[config.mk]
export PLATFORM = sky130hd
export DESIGN_NAME = calc_sequencer
export DESIGN_NICKNAME = d
export VERILOG_FILES = /design/src/rtl/calc_pkg.sv /design/src/rtl/calc_regfile.sv /design/src/rtl/calc_sequencer.sv
export SDC_FILE = /design/constraint.sdc
export NUM_CORES = 1
export LEC_CHECK = 0
export ABC_CLOCK_PERIOD_IN_PS = 11000
export CAP_MARGIN = 10
export CORE_MARGIN = 3
export CORE_UTILIZATION = 55
export CTS_CLUSTER_DIAMETER = 30
export DETAILED_ROUTE_END_ITERATION = 6
export HOLD_SLACK_MARGIN = 0.03
export PLACE_DENSITY = 0.8
export SYNTH_ARGS = -nofsm -noshare
export SYNTH_HDL_FRONTEND = slang
export SYNTH_SLANG_ARGS = --single-unit
[constraint.sdc]
create_clock -name clk -period 11 [get_ports clk]
set_input_delay 2.2 -clock clk [delete_from_list [all_inputs] [get_ports clk]]
set_output_delay 2.2 -clock clk [all_outputs]
set_load 0.01 [all_outputs]
[src/rtl/calc_pkg.sv]
// calc_pkg: shared definitions for the calculator operator console.
//   - unit codes selected in MODE
//   - prompt text indices sent to the UART text block
//   - sequencer state encoding
//   - helper to compute the number of switch-bank words per operand
package calc_pkg;

    // Execution unit codes (110/111 are invalid)
    localparam logic [2:0] U_FPU   = 3'b000;
    localparam logic [2:0] U_ARITH = 3'b001;
    localparam logic [2:0] U_BIT   = 3'b010;
    localparam logic [2:0] U_LOGIC = 3'b011;
    localparam logic [2:0] U_FETCH = 3'b100;
    localparam logic [2:0] U_STORE = 3'b101;

    // Logic-unit operation that takes a single operand
    localparam logic [2:0] OP_NOT  = 3'b110;

    // Prompt text indices; unit menus are unit code + 1
    localparam logic [4:0] P_MODE    = 5'd0;
    localparam logic [4:0] P_ENTER_A = 5'd8;
    localparam logic [4:0] P_ENTER_B = 5'd9;
    localparam logic [4:0] P_OUTPUT  = 5'd10;
    localparam logic [4:0] P_ERROR   = 5'd11;

    typedef enum logic [2:0] {
        S_MODE = 3'd0,
        S_OP   = 3'd1,
        S_A    = 3'd2,
        S_B    = 3'd3,
        S_EXEC = 3'd4,
        S_WAIT = 3'd5,
        S_SHOW = 3'd6
    } state_t;

    function automatic int calc_words(input int data_w, input int sw_w);
        return data_w / sw_w;
    endfunction

endpackage

[src/rtl/calc_regfile.sv]
// calc_regfile: NREGS x DATA_W store/fetch register file.
//   clk, rst : clock, asynchronous active-high clear of every register
//   we       : write enable, writes wdata to regs[waddr]
//   raddr    : combinational read address, rdata = regs[raddr]
module calc_regfile #(
    parameter int DATA_W = 32,
    parameter int NREGS  = 4
) (
    input  logic                     clk,
    input  logic                     rst,
    input  logic                     we,
    input  logic [$clog2(NREGS)-1:0] waddr,
    input  logic [DATA_W-1:0]        wdata,
    input  logic [$clog2(NREGS)-1:0] raddr,
    output logic [DATA_W-1:0]        rdata
);

    logic [DATA_W-1:0] regs_q [NREGS];
    logic [DATA_W-1:0] regs_d [NREGS];

    always_comb begin
        regs_d = regs_q;
        if (we) begin
            regs_d[waddr] = wdata;
        end
    end

    always_ff @(posedge clk or posedge rst) begin
        if (rst) begin
            for (int i = 0; i < NREGS; i++) begin
                regs_q[i] <= '0;
            end
        end else begin
            regs_q <= regs_d;
        end
    end

    assign rdata = regs_q[raddr];

endmodule

[src/rtl/calc_sequencer.sv]
// calc_sequencer: operator-console sequencer for the FPGA calculator.
//   btn_pulse/switches        : debounced press and operator data
//   prompt_valid/id/arg/ready : prompt request to the UART text block
//   unit_sel/op_sel/opa/opb   : latched selection and assembled operands
//   start/result_valid/result : execution-unit launch and result capture
//   out/busy/err              : displayed value, EXEC/WAIT flag, sticky error
// The current FSM state is held in state_q for observation.
//
// Prompt handshake: prompt_valid rises when a prompting state is entered and
// holds with a stable id/arg until a cycle with prompt_valid && prompt_ready.
// A press is accepted only in a cycle with no prompt pending, so a press
// coincident with the handshake cycle is dropped.
module calc_sequencer
    import calc_pkg::*;
#(
    parameter int DATA_W  = 32,
    parameter int SW_W    = 16,
    parameter int NREGS   = 4,
    parameter int TIMEOUT = 1023
) (
    input  logic              clk,
    input  logic              rst,
    input  logic              btn_pulse,
    input  logic [SW_W-1:0]   switches,
    output logic              prompt_valid,
    output logic [4:0]        prompt_id,
    output logic [7:0]        prompt_arg,
    input  logic              prompt_ready,
    output logic [2:0]        unit_sel,
    output logic [2:0]        op_sel,
    output logic [DATA_W-1:0] opa,
    output logic [DATA_W-1:0] opb,
    output logic              start,
    input  logic              result_valid,
    input  logic [DATA_W-1:0] result,
    output logic [DATA_W-1:0] out,
    output logic              busy,
    output logic              err
);

    localparam int WORDS = calc_words(DATA_W, SW_W);
    localparam int IDX_W = $clog2(NREGS);
    localparam int TMO_W = $clog2(TIMEOUT + 1);

    state_t            state_q, state_d;
    logic              boot_q, boot_d;
    logic              prompt_valid_q, prompt_valid_d;
    logic [4:0]        prompt_id_q, prompt_id_d;
    logic [7:0]        prompt_arg_q, prompt_arg_d;
    logic [2:0]        unit_sel_q, unit_sel_d;
    logic [2:0]        op_sel_q, op_sel_d;
    logic [DATA_W-1:0] opa_q, opa_d;
    logic [DATA_W-1:0] opb_q, opb_d;
    logic [DATA_W-1:0] out_q, out_d;
    logic              err_q, err_d;
    logic [7:0]        k_q, k_d;
    logic [TMO_W-1:0]  tmo_q, tmo_d;

    logic              press;
    logic              single_operand;
    logic              rf_we;
    logic [DATA_W-1:0] rf_rdata;

    // boot_q keeps presses out of the first cycle after reset, when the
    // MODE prompt has not been raised yet.
    assign press = btn_pulse && !prompt_valid_q && !boot_q;

    assign single_operand = (unit_sel_q == U_STORE) ||
                            ((unit_sel_q == U_LOGIC) && (op_sel_q == OP_NOT));

    assign rf_we = (state_q == S_EXEC) && (unit_sel_q == U_STORE);

    calc_regfile #(
        .DATA_W (DATA_W),
        .NREGS  (NREGS)
    ) u_regfile (
        .clk   (clk),
        .rst   (rst),
        .we    (rf_we),
        .waddr (op_sel_q[IDX_W-1:0]),
        .wdata (opa_q),
        .raddr (op_sel_q[IDX_W-1:0]),
        .rdata (rf_rdata)
    );

    // State register
    always_ff @(posedge clk or posedge rst) begin
        if (rst) begin
            state_q        <= S_MODE;
            boot_q         <= 1'b1;
            prompt_valid_q <= 1'b0;
            prompt_id_q    <= '0;
            prompt_arg_q   <= '0;
            unit_sel_q     <= '0;
            op_sel_q       <= '0;
            opa_q          <= '0;
            opb_q          <= '0;
            out_q          <= '0;
            err_q          <= 1'b0;
            k_q            <= '0;
            tmo_q          <= '0;
        end else begin
            state_q        <= state_d;
            boot_q         <= boot_d;
            prompt_valid_q <= prompt_valid_d;
            prompt_id_q    <= prompt_id_d;
            prompt_arg_q   <= prompt_arg_d;
            unit_sel_q     <= unit_sel_d;
            op_sel_q       <= op_sel_d;
            opa_q          <= opa_d;
            opb_q          <= opb_d;
            out_q          <= out_d;
            err_q          <= err_d;
            k_q            <= k_d;
            tmo_q          <= tmo_d;
        end
    end

    // Next-state and datapath
    always_comb begin
        state_d        = state_q;
        boot_d         = 1'b0;
        prompt_valid_d = prompt_valid_q;
        prompt_id_d    = prompt_id_q;
        prompt_arg_d   = prompt_arg_q;
        unit_sel_d     = unit_sel_q;
        op_sel_d       = op_sel_q;
        opa_d          = opa_q;
        opb_d          = opb_q;
        out_d          = out_q;
        err_d          = err_q;
        k_d            = k_q;
        tmo_d          = tmo_q;

        if (prompt_valid_q && prompt_ready) begin
            prompt_valid_d = 1'b0;
        end

        if (boot_q) begin
            prompt_valid_d = 1'b1;
            prompt_id_d    = P_MODE;
            prompt_arg_d   = 8'd0;
        end

        case (state_q)
            S_MODE: begin
                if (press) begin
                    prompt_valid_d = 1'b1;
                    prompt_arg_d   = 8'd0;
                    if (switches[2:0] > U_STORE) begin
                        err_d       = 1'b1;
                        prompt_id_d = P_ERROR;
                    end else begin
                        err_d       = 1'b0;
                        unit_sel_d  = switches[2:0];
                        prompt_id_d = {2'b00, switches[2:0]} + 5'd1;
                        state_d     = S_OP;
                    end
                end
            end
            S_OP: begin
                if (press) begin
                    op_sel_d = switches[2:0];
                    if (unit_sel_q == U_FETCH) begin
                        state_d = S_EXEC;
                    end else begin
                        opa_d          = '0;
                        opb_d          = '0;
                        k_d            = 8'd0;
                        prompt_valid_d = 1'b1;
                        prompt_id_d    = P_ENTER_A;
                        prompt_arg_d   = 8'd0;
                        state_d        = S_A;
                    end
                end
            end
            S_A, S_B: begin
                if (press) begin
                    if (state_q == S_A) begin
                        opa_d[int'(k_q)*SW_W +: SW_W] = switches;
                    end else begin
                        opb_d[int'(k_q)*SW_W +: SW_W] = switches;
                    end
                    if (k_q == 8'(WORDS - 1)) begin
                        k_d = 8'd0;
                        if (state_q == S_A && !single_operand) begin
                            prompt_valid_d = 1'b1;
                            prompt_id_d    = P_ENTER_B;
                            prompt_arg_d   = 8'd0;
                            state_d        = S_B;
                        end else begin
                            state_d = S_EXEC;
                        end
                    end else begin
                        k_d            = k_q + 8'd1;
                        prompt_valid_d = 1'b1;
                        prompt_arg_d   = k_q + 8'd1;
                    end
                end
            end
            S_EXEC: begin
                // Count starts at 1 in the first WAIT cycle, so tmo_q equals
                // the number of cycles elapsed since the start cycle.
                tmo_d = TMO_W'(1);
                if (unit_sel_q == U_STORE || unit_sel_q == U_FETCH) begin
                    out_d          = (unit_sel_q == U_STORE) ? opa_q : rf_rdata;
                    prompt_valid_d = 1'b1;
                    prompt_id_d    = P_OUTPUT;
                    prompt_arg_d   = 8'd0;
                    state_d        = S_SHOW;
                end else begin
                    state_d = S_WAIT;
                end
            end
            S_WAIT: begin
                // A result arriving in the timeout cycle takes priority.
                if (result_valid) begin
                    out_d          = result;
                    prompt_valid_d = 1'b1;
                    prompt_id_d    = P_OUTPUT;
                    prompt_arg_d   = 8'd0;
                    state_d        = S_SHOW;
                end else if (tmo_q == TMO_W'(TIMEOUT)) begin
                    err_d          = 1'b1;
                    prompt_valid_d = 1'b1;
                    prompt_id_d    = P_ERROR;
                    prompt_arg_d   = 8'd0;
                    state_d        = S_SHOW;
                end else begin
                    tmo_d = tmo_q + TMO_W'(1);
                end
            end
            S_SHOW: begin
                if (press) begin
                    prompt_valid_d = 1'b1;
                    prompt_id_d    = P_MODE;
                    prompt_arg_d   = 8'd0;
                    state_d        = S_MODE;
                end
            end
            default: begin
                state_d = S_MODE;
            end
        endcase
    end

    // State-decoded outputs
    always_comb begin
        start = 1'b0;
        busy  = 1'b0;
        case (state_q)
            S_EXEC: begin
                busy  = 1'b1;
                start = (unit_sel_q != U_STORE) && (unit_sel_q != U_FETCH);
            end
            S_WAIT: begin
                busy = 1'b1;
            end
            default: begin
            end
        endcase
    end

    assign prompt_valid = prompt_valid_q;
    assign prompt_id    = prompt_id_q;
    assign prompt_arg   = prompt_arg_q;
    assign unit_sel     = unit_sel_q;
    assign op_sel       = op_sel_q;
    assign opa          = opa_q;
    assign opb          = opb_q;
    assign out          = out_q;
    assign err          = err_q;

endmodule

==> results by group, run 1 <==
Yosys
  – Post-Synthesis Cell Area: 12660 um^2
  – Post-synth EDFFs: 0
  – Synth Warn #: 0
  – Yosys reg bits: 267
  – Synth cell types: 72
  – Sequential area share after synthesis: 52.80%
  – Syn Inst Count: 1033
  – FFs w/ async S/R, synth: 100.0%
  – Top FF cell, synth: dfrtp_1
  – Syn nets: 1093
  – Syn avg cell area: 12.25 um^2

STA
  – Setup TNS: 0 ps
  – Final Hold Vio Count: 0
  – RSZ-0062 raised after global routing: false
  – Final worst-path cycle share: 46.02%
  – Fmax: 197.5 MHz
  – Pins Over Slew Limit: 0
  – Slew HR: 19.55%
  – Worst-margin pin slew: 1203 ps
  – Final setup violation count: 0
  – Clock Skews: 31.80 ps
  – Tmin final: 5062 ps

Detailed routing
  – Total Wirelength: 33920 um
  – Drt first pass iters: 6
  – Via/cell ratio: 6.102
  – Drt initial violations: 604
  – DRC: 0
  – Avg WL per Cell: 22.27 um
  – Via count: 9293
  – Post-route ant nets: 0

Global routing
  – Largest net degree at the start of global routing: 106
  – Number of global-route vias before repair: 9550
  – First-pass GRT wire length: 53600 um
  – Grt ovf: 0
  – Antenna violations before repair: 0
  – Total track usage: 27.56%

Place
  – Port Buffers: 171
  – Post-detail-place hpwl: 20740 um
  – Placer Congestion: 0.9389

Die
  – Die area: 24870 um^2
  – FP Rows: 54
  – Chip width: 157.7 um
  – Core Footprint: 22230 um^2
  – Top Ports: 172
  – Initial core utilization: 56.93%
  – DIE HEIGHT: 157.7 um

Clocking
  – CTS sink count: 267
  – CTS tree: yes
  – Number of buffers created by CTS: 53
  – H-tree depth: 2
  – Post-CTS Setup Bufs: 0
  – Cts repair resizes: 0
  – Clock latency at the later pin of the worst-skew pair: 560 ps
  – CTS Buffer Depth: 3
  – Clk Tree Root Cell: clkbuf_16
  – Cts hold-fix bufs: 0
  – Clock-pin slew on the worst setup and hold paths: 40 ps

Power and ir drop
  – Leakage power: 7.328 nW
  – Pwr Density: 240.5 nW/um^2
  – Overall power: 3.937 mW
  – Peak supply drop: 0.0001823 V

Critical path
  – CP Data Required Time: 8800 ps
  – Crit path top cell by count: nand2b_1
  – Max FO, Critical Path: 25
  – Setup Crit Path Kind: reg -> out
  – CP max-delay cell: dfrtp_1
  – Largest stage delay on the critical path: 860 ps
  – Crit-path cells: nand2b_1 > inv_1 > nand2b_1 > nor2_1 > clkdlybuf4s50_1
  – Setup crit end kind: primary output
  – Worst setup SP type: flop
  – Crit path arrival time: 2860 ps

Finish
  – Layout cell share with drive strength beyond 1: 24.38%
  – Area Growth Syn to Fin: 29.34%
  – Final net count: 1260
  – Ant. Diodes: 0

Min path
  – Worst min-delay path category: reg -> reg

Status
  – Outcome: finished clean

Job
  – MaxCap Viol Count: 0
synth_stat cells (3+ instances only):
cell type	instances	share of area, %
buf_6	6	0.53
o21ai_1	4	0.16
xor2_1	9	0.62
ha_1	7	0.69
nand4_1	9	0.44
and3_1	6	0.30
and2_1	4	0.20
nor3_1	8	0.32
o211ai_1	3	0.18
nand2_1	123	3.6
o31ai_1	4	0.24
nor2_1	26	0.77
o22ai_1	4	0.20
nand3b_1	4	0.24
o32ai_1	6	0.42
clkbuf_1	39	1.2
buf_4	4	0.24
nor2b_1	11	0.54
a31oi_1	3	0.15
a22o_1	33	2.3
nor3b_1	3	0.18
buf_1	8	0.24
nand2b_1	10	0.49
o21ai_0	82	3.2
o31a_1	3	0.21
o21a_1	3	0.18
o2bb2ai_1	30	2.1
or3_1	7	0.35
mux2_2	133	12
mux4_2	32	5.7
mux2i_1	35	2.8
inv_1	14	0.42
a21oi_1	10	0.40
xnor2_1	8	0.55
buf_2	15	0.59
dfrtp_1	266	53
nand3_1	12	0.47
power breakdown:
group / switching (mW) / internal, mW
logic: 0.558 / 0.446
registers: 0.164 / 1.11
clock network: 0.581 / 1.08
total: 1.30 / 2.63
registers in the layout, summed over array words and instances, names as in the netlist:
| signal | count |
|---|---|
| prompt_id | 5 |
| opa | 32 |
| unit_sel | 3 |
| out | 32 |
| op_sel | 3 |
| k_q | 8 |
| boot_q | 1 |
| err | 1 |
| u_regfile.regs_q | 128 |
| opb | 32 |
| state_q | 3 |
| tmo_q | 10 |
| prompt_arg | 8 |
| prompt_valid | 1 |
layout by cell type, fill, tap and decap left out, drive strengths merged, types with 6 or more instances in the layout:
master         Yosys  layout
nand4              9       9
o2bb2ai           32      32
nand2            123     123
o21ai             87      87
dfrtp            266     266
nand3             12      12
clkbuf            39      56
mux2i             35      35
nand2b            10      10
nor2b             11      11
inv               14      31
nor2              26      26
xnor2              8       8
a22o              33      33
a21oi             10      10
xor2               9       9
buf               33      13
mux2             133     133
bufinv             0       7
clkinv             0      11
and3               6       6
nor3              11      11
clkdlybuf4s50      0     171
ha                 7       7
mux4              32      32
o32ai              6       6
or3                7       7
clkinvlp           0       7
per-layer routing:
metal / part of all wire [%] / vias up / global-route usage [%]
met5: 0 / - / 0
met4: 3.3 / 0 / 10.99
li1: - / 4156 / -
met1: 42 / 4738 / 38.13
met2: 48 / 330 / 44.09
met3: 5.7 / 69 / 4.429
layout make-up:
| type | count | area [um^2] |
|---|---|---|
| Clock buffer | 56 | 1358 |
| Inverter | 14 | 60.06 |
| Tap cell | 280 | 350.3 |
| Timing Repair Buffer | 184 | 1829 |
| Sequential cell | 267 | 6684 |
| Clock inverter | 42 | 506.7 |
| Multi-Input combinational cell | 680 | 5582 |
| Fill cell | 1457 | 5859 |
cell families after synthesis:
logic type	after synthesis	synth area share, %
fa+ha+maj	7	0.6920
xor+xnor	17	1.177
simple gates	245	10.07
compound gates	210	11.75
mux	200	20.30
buf+inv	86	3.173
other cells	1	0.02963
flops	267	52.80
through the flow:
step	worst slack, ps	instances	instance area, um^2	hold slack, ps	utilization [%]
5_1_grt	5792	1523	16370	495.5	73.64
2_1_floorplan	1448	1033	12660	441.0	-
6_report	5938	1523	16370	469.8	73.64
4_1_cts	5955	1522	16340	473.9	73.52
3_5_place_dp	5777	1424	14480	468.0	65.13
3_3_place_gp	5876	1424	14480	460.6	65.13
worst paths after layout:
kind	start	endpoint	slack (ps)	depth (start not counted)
min in group asynchronous	rst	opb[31]	2180	2
min	tmo_q[9]	tmo_q[9]	470	1
max	state_q[2]	start	5940	5
min reg2reg	tmo_q[9]	tmo_q[9]	470	1
max reg2reg	state_q[2]	opb[17]	7680	4
max in group asynchronous	rst	u_regfile.regs_q[106]	7400	3
critical path, delay by kind of cell (launching register included):
| family | cells | cell delay (ps) |
|---|---|---|
| DFF | 1 | 860 |
| and+or+nand+nor | 3 | 640 |
| buffers and inverters | 2 | 800 |
Note: power is estimated with default switching activity, not from simulation.
==> inputs of run 2 (changes only) <==
ABC_CLOCK_PERIOD_IN_PS = 4180   (was 11000)
CORE_UTILIZATION = 50   (was 55)
PLACE_DENSITY = 0.77   (was 0.8)
clock period = 4.18 ns   (was 11 ns; I/O delays follow)
==> results by group, run 2 (synthesized netlist as in run 1, its figures left out) <==
Finish
  – Layout cell share with drive strength beyond 1: 24.28% (-0.098 points)
  – Area Growth Syn to Fin: 30.39%
  – Commonest non-fill, non-tap cells in the layout: 265 x dfrtp_1, 171 x clkdlybuf4s50_1, 133 x mux2_2
  – Commonest non-fill, non-tap cell in the layout: dfrtp_1
  – Final Non-Filler Cells: 1572 (+3.2%)
  – Top reg by flops: u_regfile.regs_q
  – Finished Cell Area: 16500 um^2 (+0.81%)
  – Sequential cell area: 6684 um^2 (unchanged)
  – # fillers: 1738 (+19%)
  – Final net count: 1265 (+0.40%)
  – Multi-input gate area in the final layout: 5582 um^2 (unchanged)
  – Max reg flops: 128 (unchanged)
  – Ant. Diodes: 0 (unchanged)

Global routing
  – Grt ovf: 0 (unchanged)
  – Total track usage: 24.78% (-2.8 points)
  – Largest net degree at the start of global routing: 114 (+7.5%)
  – Number of global-route vias before repair: 9331 (-2.3%)
  – Antenna violations before repair: 0 (unchanged)
  – First-pass GRT wire length: 52720 um (-1.6%)

Detailed routing
  – Total Wirelength: 33570 um (-1.0%)
  – Via count: 9276 (-0.18%)
  – Via/cell ratio: 5.901 (-3.3%)
  – Post-route ant nets: 0 (unchanged)
  – Drt first pass iters: 5 (-1)
  – Avg WL per Cell: 21.36 um (-4.1%)
  – Drt initial violations: 769 (+27%)
  – DRC: 0 (unchanged)

Die
  – Die area: 27260 um^2 (+9.6%)
  – Initial core utilization: 51.44% (-5.5 points)
  – DIE HEIGHT: 165.1 um (+4.7%)
  – Top Ports: 172 (unchanged)
  – FP Rows: 57 (+5.6%)
  – Core Footprint: 24600 um^2 (+11%)
  – Chip width: 165.1 um (+4.7%)

Min path
  – Worst min-delay path category: reg -> reg

STA
  – Fmax: 300.5 MHz
  – Final Hold Vio Count: 0 (unchanged)
  – Clock Skews: 15.67 ps (-16.13 ps)
  – Slew HR: 26.89% (+7.3 points)
  – RSZ-0062 raised after global routing: false
  – Worst-margin pin slew: 1097 ps (-106.7 ps)
  – Tmin final: 3328 ps
  – Final setup violation count: 0 (unchanged)
  – Pins Over Slew Limit: 0 (unchanged)
  – Final worst-path cycle share: 79.61%
  – Setup TNS: 0 ps (unchanged)

Clocking
  – Clock-pin slew on the worst setup and hold paths: 40 ps (about the same)
  – Number of buffers created by CTS: 52 (-1.9%)
  – CTS sink count: 267 (unchanged)
  – Clock latency at the later pin of the worst-skew pair: 550 ps (about the same)
  – CTS Buffer Depth: 3 (unchanged)
  – H-tree depth: 2 (unchanged)
  – Clk Tree Root Cell: clkbuf_16
  – Cts hold-fix bufs: 0 (unchanged)
  – Cts repair resizes: 0 (unchanged)
  – CTS tree: yes
  – Post-CTS Setup Bufs: 0 (unchanged)

Job
  – MaxCap Viol Count: 0 (unchanged)

Critical path
  – WP buf/inv: 3 (+1)
  – Cell family with most CP delay: buffers and inverters
  – Max FO, Critical Path: 28 (+12%)
  – Worst setup SP type: flop
  – Setup crit end kind: primary output
  – Crit path top cell by count: nand2b_1
  – Setup Crit Path Kind: reg -> out
  – Largest stage delay on the critical path: 560 ps (-300 ps)
  – CP Data Required Time: 3340 ps (-5460 ps)
  – Crit-path cells: buf_4 > nand2b_1 > inv_1 > nand2b_1 > nor2_1 > clkdlybuf4s50_1
  – CP max-delay cell: clkdlybuf4s50_1
  – Crit path arrival time: 2490 ps (-370 ps)

Power and ir drop
  – Peak supply drop: 0.0003978 V (+120%)
  – Pwr Density: 632.1 nW/um^2 (+160%)
  – Leakage power: 7.390 nW (+0.84%)

Place
  – Placer Congestion: 0.9156 (-2.5%)
  – Post-placement cell area: 14610 um^2 (+0.89%)
  – Post-detail-place hpwl: 21270 um (+2.6%)
  – Port Buffers: 171 (unchanged)
  – Placed cell count: 1475 (+3.6%)

Status
  – Outcome: finished clean
==> run 2: cell types whose count changed in the layout (fill, tap and decap cells not counted), sizes merged <==
cell,previous run,this run
buf,13,19
bufinv,7,9
clkbuf,56,67
clkinv,11,14
clkinvlp,7,2
inv,31,19
==> run 2: routing by layer <==
layer	GRT usage [%]	share of wire [%]	up-vias
met3	4.540	7.0	58
met1	33.95	42	4686
li1	-	-	4162
met4	7.549	2.2	0
met2	40.53	48	370
met5	0	0	-
==> run 2: final cells by class <==
type | instances | area share (%)
clock buffers | 67 | 8.772
clock inverters | 30 | 2.714
inverters | 14 | 0.3412
multi-input cells | 680 | 33.82
flip-flops and latches | 267 | 40.50
well taps | 324 | 2.457
repair buffers | 190 | 11.39
==> run 2: final timing paths <==
kind / from / endpoint / slack (ps) / depth (start not counted)
worst min-delay path: tmo_q[9] / tmo_q[9] / 470 / 1
worst max-delay path: state_q[1] / start / 850 / 6
worst max register to register: k_q[2] / opb[0] / 1040 / 8
max in group asynchronous: rst / u_regfile.regs_q[26] / 2850 / 3
worst min register to register: tmo_q[9] / tmo_q[9] / 470 / 1
min in group asynchronous: rst / u_regfile.regs_q[107] / 860 / 3
==> run 2: report_power, final <==
| part | internal [mW] | switching [mW] | total (mW) |
|---|---|---|---|
| logic | 1.18 | 1.46 | 2.65 |
| registers | 2.91 | 0.447 | 3.36 |
| clock network | 3.01 | 1.41 | 4.42 |
| total | 7.11 | 3.32 | 10.4 |
==> run 2: metrics by stage <==
| step | util (%) | worst slack (ps) | power (mW) | hold WS, ps |
|---|---|---|---|---|
| 5_1_grt | 67.07 | 750.4 | 10.93 | 491.4 |
| 2_1_floorplan | - | -180.7 | 5.007 | 441.0 |
| 6_report | 67.07 | 852.5 | 10.43 | 474.7 |
| 4_1_cts | 67.07 | 861.9 | 10.48 | 476.8 |
| 3_3_place_gp | 59.36 | 871.9 | 5.965 | 459.6 |
| 3_5_place_dp | 59.36 | 826.9 | 6.018 | 463.9 |
==> inputs of run 3 (changes only) <==
ABC_CLOCK_PERIOD_IN_PS = 2900   (was 4180)
clock period = 2.9 ns   (was 4.18 ns; I/O delays follow)
==> results by group, run 3 (synthesized netlist as in run 1, its figures left out) <==
Detailed routing
  – Drt first pass iters: 6 (+1)
  – Total Wirelength: 33750 um (+0.51%)
  – Via count: 9369 (+1.0%)
  – Via/cell ratio: 5.878 (-0.39%)
  – Avg WL per Cell: 21.17 um (-0.87%)
  – DRC: 0 (unchanged)
  – Drt initial violations: 581 (-24%)
  – Post-route ant nets: 0 (unchanged)

Critical path
  – CP Data Required Time: 2320 ps (-1020 ps)
  – Cell family with most CP delay: buffers and inverters
  – Largest stage delay on the critical path: 570 ps (about the same)
  – Setup Crit Path Kind: reg -> out
  – Worst setup SP type: flop
  – WP buf/inv: 3 (unchanged)
  – Setup crit end kind: primary output
  – CP max-delay cell: clkdlybuf4s50_1
  – Crit path arrival time: 2180 ps (-310 ps)
  – Crit-path cells: buf_4 > nand2b_2 > inv_2 > nand2b_2 > nor2_1 > clkdlybuf4s50_1
  – Max FO, Critical Path: 9 (-68%)
  – Crit path top cell by count: nand2b_2

Global routing
  – Largest net degree at the start of global routing: 121 (+6.1%)
  – GRT Max-Usage Layer: met2
  – M1 GR Usage: 33.16% (-0.79 points)
  – Grt ovf: 0 (unchanged)
  – First-pass GRT wire length: 52810 um (+0.18%)
  – Antenna violations before repair: 0 (unchanged)
  – Total track usage: 24.69% (-0.089 points)
  – Number of global-route vias before repair: 9611 (+3.0%)
  – GR Util met3: 4.939% (+0.40 points)
  – Met2 GRT Util: 40.23% (-0.30 points)

Job
  – MaxCap Viol Count: 0 (unchanged)

STA
  – Fmax: 362.6 MHz
  – Slew HR: 51.00% (+24 points)
  – Setup TNS: 0 ps (unchanged)
  – Final setup violation count: 0 (unchanged)
  – Clock Skews: 22.92 ps (+7.255 ps)
  – Pins Over Slew Limit: 0 (unchanged)
  – RSZ-0062 raised after global routing: false
  – Final Hold Vio Count: 0 (unchanged)
  – Worst Slack Setup Final: 142.0 ps (-710.5 ps)
  – Worst-margin pin slew: 728.7 ps (-368.0 ps)
  – Tmin final: 2758 ps
  – Final worst-path cycle share: 95.10%

Power and ir drop
  – Peak supply drop: 0.0005984 V (+50%)
  – Sw Share: 32.72% (+0.90 points)
  – Leakage power: 7.491 nW (+1.4%)
  – Overall power: 15.11 mW (+45%)
  – Pwr Density: 902.8 nW/um^2 (+43%)
  – Pint: 10.17 mW (+43%)
  – Register share of total power: 31.0% (-1.2 points)
  – Comb power frac: 27.5% (+2.1 points)
  – Psw: 4.945 mW (+49%)
  – Clock power share: 41.5% (-0.9 points)

Clocking
  – H-tree depth: 2 (unchanged)
  – Cts hold-fix bufs: 0 (unchanged)
  – Clk Tree Root Cell: clkbuf_16
  – CTS Buffer Depth: 3 (unchanged)
  – CTS tree: yes
  – CTS sink count: 267 (unchanged)
  – Number of buffers created by CTS: 51 (-1.9%)
  – Clock-pin slew on the worst setup and hold paths: 50 ps (about the same)
  – Post-CTS Setup Bufs: 0 (unchanged)
  – Clock latency at the later pin of the worst-skew pair: 570 ps (+20 ps)

Finish
  – Top reg by flops: u_regfile.regs_q
  – Final net count: 1290 (+2.0%)
  – Area Growth Syn to Fin: 32.27%
  – # fillers: 1706 (-1.8%)
  – Ant. Diodes: 0 (unchanged)
  – Commonest non-fill, non-tap cell in the layout: dfrtp_1
  – Layout cell share with drive strength beyond 1: 26.14% (+1.9 points)
  – Max reg flops: 128 (unchanged)
  – Commonest non-fill, non-tap cells in the layout: 265 x dfrtp_1, 171 x clkdlybuf4s50_1, 133 x mux2_2

Min path
  – Worst min-delay path category: in -> async

Die
  – Top Ports: 172 (unchanged)
  – Die area: 27260 um^2 (unchanged)
  – Chip width: 165.1 um (unchanged)
  – DIE HEIGHT: 165.1 um (unchanged)
  – Initial core utilization: 51.44% (unchanged)
  – FP Rows: 57 (unchanged)
  – Core Footprint: 24600 um^2 (unchanged)

Status
  – Outcome: finished clean

Place
  – Worst slack, placed: 190.7 ps (-636.2 ps)
  – Placer Congestion: 0.9259 (+1.1%)
  – Post-detail-place hpwl: 21760 um (+2.3%)
  – Port Buffers: 171 (unchanged)
[run 3: cell count changes in the layout (fill, tap and decap cells not counted), moves of 2 or more]
cell,before,now
clkbuf_1,6,2
nand2b_1,9,7
clkbuf_8,9,4
nand2b_2,1,3
buf_4,17,37
buf_12,2,8
clkinv_16,0,2
clkinvlp_4,2,8
inv_6,4,9
clkinv_2,7,3
[run 3: power groups by stage]
stage | clock network, mW | registers (mW) | logic [mW]
final | 6.27 | 4.69 | 4.16
after CTS | 6.33 | 4.68 | 4.16
after detailed placement | 0 | 4.73 | 4.11
after global routing | 6.52 | 4.75 | 4.52
after global placement | 0 | 4.71 | 4.06
after floorplan | 0 | 4.72 | 2.49
[run 3: path summary, 6_finish.rpt]
kind	start	to	slack [ps]	depth (start not counted)
setup reg to reg	k_q[2]	opb[18]	190	8
hold / removal	rst	u_regfile.regs_q[46]	310	2
setup / recovery	state_q[2]	start	140	6
max in group asynchronous	rst	u_regfile.regs_q[103]	1690	3
hold reg to reg	out[8]	out[8]	480	2
min in group clk	out[8]	out[8]	480	2
[run 3: per-stage QoR]
| stage | utilization, % | hold WS, ps | cells | area (um^2) |
|---|---|---|---|---|
| floorplan | - | 441.0 | 1033 | 12660 |
| global placement | 60.46 | 458.6 | 1501 | 14880 |
| detailed placement | 60.46 | 469.1 | 1501 | 14880 |
| CTS | 68.02 | 298.0 | 1594 | 16740 |
| global route | 68.03 | 325.8 | 1594 | 16740 |
| finish | 68.03 | 306.2 | 1594 | 16740 |
[run 3: what timing repair did]
item / in CTS / in global routing
setup endpoints to repair: 1 / 1
cloned: 0 / 0
gates resized for setup: 2 / 1
[run 3: layout make-up]
| cell class | count | area, um^2 | area share [%] |
|---|---|---|---|
| clock inverters | 36 | 519.2 | 3.102 |
| flip-flops and latches | 267 | 6684 | 39.93 |
| multi-input cells | 680 | 5587 | 33.37 |
| inverters | 14 | 56.30 | 0.3363 |
| well taps | 324 | 405.4 | 2.422 |
| clock buffers | 57 | 1339 | 7.998 |
| repair buffers | 216 | 2150 | 12.84 |
[run 3: worst reg2reg max path, stage by stage (launching register included)]
cell and delay [ps]:
dfrtp_1 370, nor4_1 360, and2_1 180, ha_1 190
nor2_1 60, a221o_1 390, o311ai_4 140, o31a_1 690
a22o_1 260
[run 3: layer usage]
layer,vias up,share of wire [%]
met5,-,0
met1,4763,42
met2,335,48
li1,4202,-
met3,69,6.8
met4,0,2.8
